==> config.mk <==
export PLATFORM = sky130hd
export DESIGN_NAME = mem_bist_ctrl
export DESIGN_NICKNAME = d
export VERILOG_FILES = /design/src/rtl/mem_bist_ctrl.sv
export SDC_FILE = /design/constraint.sdc
export NUM_CORES = 1
export LEC_CHECK = 0
export ABC_AREA = 0
export BUFFER_PORTS_ARGS = -buffer_cell sky130_fd_sc_hd__buf_2
export CAP_MARGIN = 20
export CORE_MARGIN = 5
export CORE_UTILIZATION = 40
export DETAILED_ROUTE_END_ITERATION = 8
export PLACE_DENSITY = 0.72
export SLEW_MARGIN = 20
export SYNTH_ARGS = -nofsm -noshare
export SYNTH_HDL_FRONTEND = slang
export SYNTH_SLANG_ARGS = --single-unit
==> constraint.sdc <==
create_clock -name clk -period 2.65 [get_ports clk]
set_clock_uncertainty 0.15 [all_clocks]
set_input_delay 0.53 -clock clk [delete_from_list [all_inputs] [get_ports clk]]
set_output_delay 0.53 -clock clk [all_outputs]
set_load 0.03 [all_outputs]
==> src/rtl/mem_bist_ctrl.sv <==
// mem_bist_ctrl: write/read-back BIST sequencer and sole master of a single-port memory.
// Writes a selectable pattern to every word, reads each word back, and reports the outcome.
module mem_bist_ctrl #(
   parameter int ADDR_W  = 4,
   parameter int DATA_W  = 32,
   parameter int DEPTH   = 16,
   parameter int TIMEOUT = 8
) (
   input  logic              clk,
   input  logic              rst,
   input  logic              start,
   input  logic [1:0]        pattern_sel,
   output logic              busy,
   output logic              done,
   output logic              pass,
   output logic [ADDR_W:0]   err_count,
   output logic [ADDR_W-1:0] first_err_addr,
   output logic              timeout,
   output logic              W_en,
   output logic [ADDR_W-1:0] Address,
   output logic [DATA_W-1:0] Data_in,
   input  logic [DATA_W-1:0] Data_out,
   input  logic              Valid_out
);

   localparam int CNT_W = (TIMEOUT > 1) ? $clog2(TIMEOUT) : 1;

   localparam logic [ADDR_W-1:0] ADDR_ZERO = {ADDR_W{1'b0}};
   localparam logic [ADDR_W-1:0] ADDR_ONE  = {{(ADDR_W-1){1'b0}}, 1'b1};
   localparam logic [ADDR_W-1:0] LAST_ADDR = ADDR_W'(DEPTH - 1);
   localparam logic [ADDR_W:0]   ERR_ZERO  = {(ADDR_W+1){1'b0}};
   localparam logic [ADDR_W:0]   ERR_ONE   = {{ADDR_W{1'b0}}, 1'b1};
   localparam logic [CNT_W-1:0]  CNT_ZERO  = {CNT_W{1'b0}};
   localparam logic [CNT_W-1:0]  CNT_ONE   = {{(CNT_W-1){1'b0}}, 1'b1};
   localparam logic [CNT_W-1:0]  TMO_LAST  = CNT_W'(TIMEOUT - 1);

   typedef enum logic [2:0] {
      S_IDLE      = 3'd0,
      S_WRITE     = 3'd1,
      S_READ_REQ  = 3'd2,
      S_READ_WAIT = 3'd3,
      S_DONE      = 3'd4
   } state_t;

   // Address-in-data replicates the address across the word, so DATA_W is a multiple of ADDR_W.
   function automatic logic [DATA_W-1:0] pattern_word(input logic [1:0] sel,
                                                      input logic [ADDR_W-1:0] a);
      logic [DATA_W-1:0] w;
      case (sel)
         2'd0:    w = {DATA_W{1'b0}};
         2'd1:    w = {DATA_W{1'b1}};
         2'd2:    w = a[0] ? {(DATA_W/2){2'b01}} : {(DATA_W/2){2'b10}};
         2'd3:    w = {(DATA_W/ADDR_W){a}};
         default: w = {DATA_W{1'b0}};
      endcase
      return w;
   endfunction

   state_t              state_q, state_d;
   logic [ADDR_W-1:0]   addr_q, addr_d;
   logic [CNT_W-1:0]    wcnt_q, wcnt_d;
   logic [1:0]          sel_q, sel_d;
   logic [ADDR_W:0]     err_count_q, err_count_d;
   logic [ADDR_W-1:0]   first_err_q, first_err_d;
   logic                timeout_q, timeout_d;
   logic                pass_q, pass_d;
   logic                busy_q, busy_d;
   logic                done_q, done_d;
   logic                w_en_q, w_en_d;
   logic [DATA_W-1:0]   data_in_q, data_in_d;
   logic                log_err;
   logic                advance;

   // Next-state, result bookkeeping and the output values for the state being entered.
   always_comb begin
      state_d     = state_q;
      addr_d      = addr_q;
      wcnt_d      = wcnt_q;
      sel_d       = sel_q;
      err_count_d = err_count_q;
      first_err_d = first_err_q;
      timeout_d   = timeout_q;
      pass_d      = pass_q;
      log_err     = 1'b0;
      advance     = 1'b0;

      case (state_q)
         S_IDLE: begin
            if (start) begin
               state_d     = S_WRITE;
               addr_d      = ADDR_ZERO;
               sel_d       = pattern_sel;
               err_count_d = ERR_ZERO;
               first_err_d = ADDR_ZERO;
               timeout_d   = 1'b0;
               pass_d      = 1'b0;
            end else begin
               state_d = S_IDLE;
            end
         end
         S_WRITE: begin
            if (addr_q == LAST_ADDR) begin
               state_d = S_READ_REQ;
               addr_d  = ADDR_ZERO;
            end else begin
               addr_d = addr_q + ADDR_ONE;
            end
         end
         S_READ_REQ: begin
            state_d = S_READ_WAIT;
            wcnt_d  = CNT_ZERO;
         end
         S_READ_WAIT: begin
            // A response arriving in the last wait cycle still wins over the timeout.
            if (Valid_out) begin
               advance = 1'b1;
               if (Data_out != pattern_word(sel_q, addr_q)) begin
                  log_err = 1'b1;
               end else begin
                  log_err = 1'b0;
               end
            end else if (wcnt_q == TMO_LAST) begin
               advance   = 1'b1;
               log_err   = 1'b1;
               timeout_d = 1'b1;
            end else begin
               wcnt_d = wcnt_q + CNT_ONE;
            end

            if (log_err) begin
               err_count_d = err_count_q + ERR_ONE;
               if (err_count_q == ERR_ZERO) begin
                  first_err_d = addr_q;
               end else begin
                  first_err_d = first_err_q;
               end
            end else begin
               err_count_d = err_count_q;
            end

            if (advance) begin
               if (addr_q == LAST_ADDR) begin
                  state_d = S_DONE;
               end else begin
                  addr_d  = addr_q + ADDR_ONE;
                  state_d = S_READ_REQ;
               end
            end else begin
               state_d = S_READ_WAIT;
            end
         end
         S_DONE: begin
            state_d = S_IDLE;
         end
         default: begin
            state_d = S_IDLE;
         end
      endcase

      w_en_d = (state_d == S_WRITE);
      busy_d = (state_d == S_WRITE) || (state_d == S_READ_REQ) || (state_d == S_READ_WAIT);
      if (state_d == S_WRITE) begin
         data_in_d = pattern_word(sel_d, addr_d);
      end else begin
         data_in_d = {DATA_W{1'b0}};
      end
      if (state_d == S_DONE) begin
         done_d = 1'b1;
         pass_d = (err_count_d == ERR_ZERO);
      end else begin
         done_d = 1'b0;
      end
   end

   // State and every output flop; reset aborts a test and discards partial results.
   always_ff @(posedge clk or negedge rst) begin
      if (!rst) begin
         state_q     <= S_IDLE;
         addr_q      <= ADDR_ZERO;
         wcnt_q      <= CNT_ZERO;
         sel_q       <= 2'd0;
         err_count_q <= ERR_ZERO;
         first_err_q <= ADDR_ZERO;
         timeout_q   <= 1'b0;
         pass_q      <= 1'b0;
         busy_q      <= 1'b0;
         done_q      <= 1'b0;
         w_en_q      <= 1'b0;
         data_in_q   <= {DATA_W{1'b0}};
      end else begin
         state_q     <= state_d;
         addr_q      <= addr_d;
         wcnt_q      <= wcnt_d;
         sel_q       <= sel_d;
         err_count_q <= err_count_d;
         first_err_q <= first_err_d;
         timeout_q   <= timeout_d;
         pass_q      <= pass_d;
         busy_q      <= busy_d;
         done_q      <= done_d;
         w_en_q      <= w_en_d;
         data_in_q   <= data_in_d;
      end
   end

   assign busy           = busy_q;
   assign done           = done_q;
   assign pass           = pass_q;
   assign err_count      = err_count_q;
   assign first_err_addr = first_err_q;
   assign timeout        = timeout_q;
   assign W_en           = w_en_q;
   assign Address        = addr_q;
   assign Data_in        = data_in_q;

endmodule

Yosys cells after proc, flatten, opt, wreduce, memory -nomap -nowiden
Cells that the tools add are included.
{"block": "word_totals", "reg_bits": 58, "input_bits": 38, "out_inout_bits": 50}
{"block": "op_classes", "addsub": 3, "n_eq_ne": 22, "n_mux": 42, "reduce_logical": 15}
{"operator": "one-hot mux 32 bit (4 select lines)", "count": 2}
{"operator": "2-to-1 mux 32 bit", "count": 5}
{"operator": "inequality test 32 bit", "count": 1}
{"operator": "2-to-1 mux 4 bit", "count": 7}
{"operator": "2-to-1 mux 3 bit", "count": 5}
{"operator": "2-to-1 mux 1 bit", "count": 13}
{"operator": "equality test 3 x 2 -> 1 bit (second input constant)", "count": 4}
{"operator": "inequality test 2 bit (second input constant)", "count": 6}
{"operator": "one-hot mux 3 bit (4 select lines)", "count": 1}
{"operator": "one-hot mux 4 bit (3 select lines)", "count": 1}
{"operator": "zero test 5 bit", "count": 2}
{"operator": "2-to-1 mux 5 bit", "count": 2}
{"operator": "one-hot mux 5 bit (2 select lines)", "count": 1}
{"operator": "equality test 2 bit (second input constant)", "count": 4}
{"operator": "one-hot mux 4 bit (2 select lines)", "count": 1}
{"operator": "AND reduction 4 bit", "count": 2}
{"operator": "nonzero test 2 bit", "count": 4}
{"operator": "equality test 3 x 1 -> 1 bit (second input constant)", "count": 2}
{"operator": "equality test 3 bit (second input constant)", "count": 2}
{"operator": "one-hot mux 3 bit (2 select lines)", "count": 1}
{"operator": "adder 5 x 1 -> 5 bit (second input constant)", "count": 1}
{"operator": "adder 4 x 1 -> 4 bit (second input constant)", "count": 1}
{"operator": "equality test 2 x 1 -> 1 bit (second input constant)", "count": 2}
{"operator": "equality test 4 bit (second input constant)", "count": 1}
{"operator": "8 further kinds", "count": 11}

Depth between registers and ports, before layout
{"block": "depth", "word_depth": 12, "depth_mapped": 10}

Least setup slack after synthesis
No wires, ideal clock.
{"block": "synth_timing", "kind": "input -> register", "startpoint": "input port Data_out[19]", "endpoint": "register pass_q (netlist: pass)", "arrival_time_ns": 2.551, "setup_slack_ns": -0.128, "path_stages": 7, "path_buffers": 0, "path_cell_list": "or4_1 -> a221o_1 -> nor4_4 -> nor2_2 -> a31o_1 -> or3_1 -> o21ai_1"}
{"block": "synth_between", "elab_chain_len": 8}
{"element": "start: declaration", "line_no": "22", "source": "input logic [DATA_W-1:0] Data_out,"}
{"element": "inequality test 32 bit", "line_no": "117", "source": "if (Data_out != pattern_word(sel_q, addr_q)) begin"}
{"element": "2-to-1 mux 1 bit", "line_no": "117"}
{"element": "2-to-1 mux 1 bit", "line_no": "115", "source": "if (Valid_out) begin"}
{"element": "2-to-1 mux 1 bit", "line_no": "87", "source": "case (state_q)"}
{"element": "2-to-1 mux 5 bit", "line_no": "130", "source": "if (log_err) begin"}
{"element": "one-hot mux 5 bit (2 select lines)", "line_no": "87"}
{"element": "net err_count_d[2]", "line_no": "63", "source": "logic [ADDR_W:0] err_count_q, err_count_d;"}
{"element": "zero test 5 bit", "line_no": "169", "source": "pass_d = (err_count_d == ERR_ZERO);"}
{"element": "2-to-1 mux 1 bit", "line_no": "167", "source": "if (state_d == S_DONE) begin"}
{"element": "end signal: assignment", "line_no": "198", "source": "pass_q <= pass_d;"}
{"element": "end: declaration", "line_no": "66", "source": "logic pass_q, pass_d;"}
The timed path passes the listed nets, and every way through them passes these cells. The select of a mux whose other input is x is not followed.
A chain may end at the register's enable or synchronous reset.

Final worst setup path
{"block": "layout_timing", "startpoint": "register sel_q[1]", "endpoint": "register pass_q (netlist: pass)"}
{"block": "layout_between", "elab_chain_len": 12}
{"element": "start: declaration", "line_no": "62", "source": "logic [1:0] sel_q, sel_d;"}
{"element": "start signal: assignment", "line_no": "194", "source": "sel_q <= sel_d;"}
{"element": "equality test 2 bit (tied with other cells)", "line_no": "49", "source": "case (sel)"}
{"element": "one-hot mux 32 bit (4 select lines) (*)", "line_no": "49"}
{"element": "2-to-1 mux 32 bit (*)", "line_no": "115"}
{"element": "2-to-1 mux 32 bit (*)", "line_no": "87"}
{"element": "inequality test 32 bit (*)", "line_no": "117"}
{"element": "2-to-1 mux 1 bit (*)", "line_no": "117"}
{"element": "2-to-1 mux 1 bit (*)", "line_no": "115"}
{"element": "2-to-1 mux 1 bit (*)", "line_no": "87"}
{"element": "2-to-1 mux 5 bit (*)", "line_no": "130"}
{"element": "one-hot mux 5 bit (2 select lines) (*)", "line_no": "87"}
{"element": "net err_count_d[2]", "line_no": "63"}
{"element": "zero test 5 bit (*)", "line_no": "169"}
{"element": "2-to-1 mux 1 bit (*)", "line_no": "167"}
Mark *: on every way through the listed nets, which the timed path passes. The rest lies on a longest branch. The select of a mux whose other input is x is not followed.

==> reports/metrics.cfg <==
[outcome]
outcome=complete, but fails checks
violations=setup timing

[timing]
max_clock_freq_mhz=370
setup-violations-final=6
rsz0062_at_grt=true
timing.hold.ws_ns=0.125
setup_ws_ns=-0.0492
worst_pin_slew_ns=0.671
max-slew-margin-rel_pct=55.3
maxSlewViolCount=0
period_needed_ns=2.70
fin_crit_sh_pct=102
final_hold_viol_count=0

[logic_synthesis]
yosys.area_share.simple_pct=23.2
yosysSeqAreaShare_pct=37.8
syn_inst=232
syn-num-nets=276
synthArstFlopShare_pct=100
synth_top_family_by_area=simple AND/OR/NAND/NOR gates
synth_top_cell_by_area=dfrtp_1
synthMuxAreaShare_pct=3.15
synth_edf_count=0
synth_compound_area_share_pct=18.1
ys_top_cells_by_area=dfrtp_1, buf_4, o21ai_0
yosysWarningCount=0
synth.distinct_cells=44
ys_ff_latch=30
synth-main-ff-cell=dfrtp_1
synth_area_um2=1990
synthXorXnorAreaFrac_pct=0
yosys.area_share.adder_pct=3.78
yosysTopAreaCellShare_pct=37.8
syn_avg_cell_area_um2=8.56

[placed_design]
place_congestion=0.917
placed_cells=371
post_dp_cell_area_um2=2410
numPortBuffers=87
hpwl_um=4250

[floorplanning]
ios=88
core_area_um2=4790
rows=25
die_area_um2=6480
die_h_um=80.5
start_util_pct=41.5
die_w_um=80.5

[clocking]
clock_path_buffers=2
holdBufCountCts=0
cts_tree=done
clkTransAtPathRegs_ns=0.07
clk_latency_ns=0.28
cts_buffers=5
cts_max_level=2
cts_sinks=30
root_buffer=clkbuf_8

[setup_path]
crit_path_end_kind=flop
worstReg2RegStart=sel_q[1]
crit_chain=nor3b_4, a21oi_2, mux2_4, nand4_1, nor4_4, buf_4, o311a_4, a31o_1, or3_1, o21ai_1
r2r_cells=10
cp_data_arrival_time_ns=2.76
crit_fanout=6
r2r_end=pass
cp_slowest_cell=dfrtp_2
start_kind=flop
path_class=reg -> reg
regToRegSetupSlack_ns=-0.05
required_ns=2.71
cpPeakStageDelay_ns=0.46

[finish]
final_common_cell=buf_2
drive_gt1_share_pct=46.3
utilization_pct=56.1
synthToLayoutAreaGrowth_pct=35.1
diodes=0
fill_cells=458
most-common-layout-cells=buf_2, dfrtp_1, nor2_1
final_area_um2=2680
nets=363
layout.cells.non_filler=387

[drt]
drtIter0Drc=138
vias=2059
wl_um=5620
via_per_inst=5.32
ant_nets=0
first_pass_iters=4
routedWlPerCell_um=14.5
drc_errors=0

[power_and_ir_drop]
power_mw=3.49
irDropWorstVdd_mv=0.598
powerDensity_nw_per_um2=1300
p_leak_nw=1.37

[grt]
grt_pass1_vias=1982
grt_max_degree=31
antenna_found_initial=0
grt-ovfl-total=0
grt_pass1_wl_um=8860
grtUsageTotal_pct=17.3

[run]
cap_violations=0

[worst_hold_path]
hold_class=in -> async

## routing by layer
layer | global-route usage (%) | vias up | share of wire, %
li1 | - | 992 | -
met1 | 22.5 | 968 | 42
met2 | 29.1 | 91 | 48
met3 | 3.81 | 8 | 8.6
met4 | 4.22 | 0 | 1.1
met5 | 0 | - | 0
## stage by stage
step           setup slack, ns  setup TNS, ns
2_1_floorplan          0.00636              0
3_3_place_gp            -0.174          -1.02
3_5_place_dp            -0.271          -1.84
4_1_cts                -0.0199        -0.0303
5_1_grt                 -0.162          -1.01
6_report               -0.0492         -0.112
## worst max-delay path by stage
stage	cells past startpoint	slack, ns	from	to
6_report	10	-0.05	sel_q[1]	pass
5_1_grt	12	-0.16	sel_q[1]	first_err_addr[2]
4_1_cts	9	-0.02	sel_q[0]	pass
3_5_place_dp	10	-0.27	Data_out[2]	first_err_addr[1]
3_3_place_gp	9	-0.17	Data_out[2]	pass
2_1_floorplan	9	0.006	Address[3]	pass
## timing repair
item | CTS | global route
hold endpoints to repair | 0 | 0
pin swaps | 13 | 8
buffers inserted | 8 | 1
gates resized for setup | 15 | 18
endpoints found under the setup margin | 6 | 8
## cells by family after synthesis
family,count (synthesis)
adders and majority gates,6
DFF,30
buffers and inverters,46
AOI/OAI and AO/OA,58
and+or+nand+nor,86
muxes,6
## worst max-delay path: cells and delay by family, from the launching register on
| family | cells | cell delay (ns) |
|---|---|---|
| buf+inv | 1 | 0.16 |
| simple gates | 4 | 0.75 |
| compound gates | 4 | 0.77 |
| mux | 1 | 0.32 |
| flops | 1 | 0.46 |
## state kept, by name, indices dropped and copies added, names as in the netlist
register	cells
done	1
timeout	1
err_count	5
state_q	3
pass	1
W_en	1
Address	4
Data_in	4
wcnt_q	3
sel_q	2
first_err_addr	4
busy	1
## synthesized netlist by cell type, drive strengths merged, types with 3 or more instances
| cell type | number |
|---|---|
| mux2i | 4 |
| or2 | 3 |
| o211ai | 3 |
| nand3 | 9 |
| dfrtp | 30 |
| buf | 28 |
| or4 | 4 |
| ha | 6 |
| nor2 | 23 |
| nand4 | 8 |
| inv | 15 |
| nor4 | 6 |
| nand2b | 5 |
| o21ai | 20 |
| a21oi | 17 |
| nor3 | 3 |
| nand2 | 17 |
## where the power goes
| part | total [mW] | internal (mW) | switching [mW] |
|---|---|---|---|
| clock | 0.389 | 0.208 | 0.181 |
| combinational | 2.27 | 0.783 | 1.49 |
| sequential | 0.831 | 0.640 | 0.191 |
## layout make-up
cell class                 count  area, um^2  area share (%)
inverter                      16        60.1            2.24
sequential                    30         756            28.2
clock buffer                   6        82.6            3.08
clock inverter                 2        12.5           0.466
timing repair buffer         110         619            23.1
multi-input combinational    156        1070            39.9
tap                           67        83.8            3.12
Power figures use the tool's default switching activity.
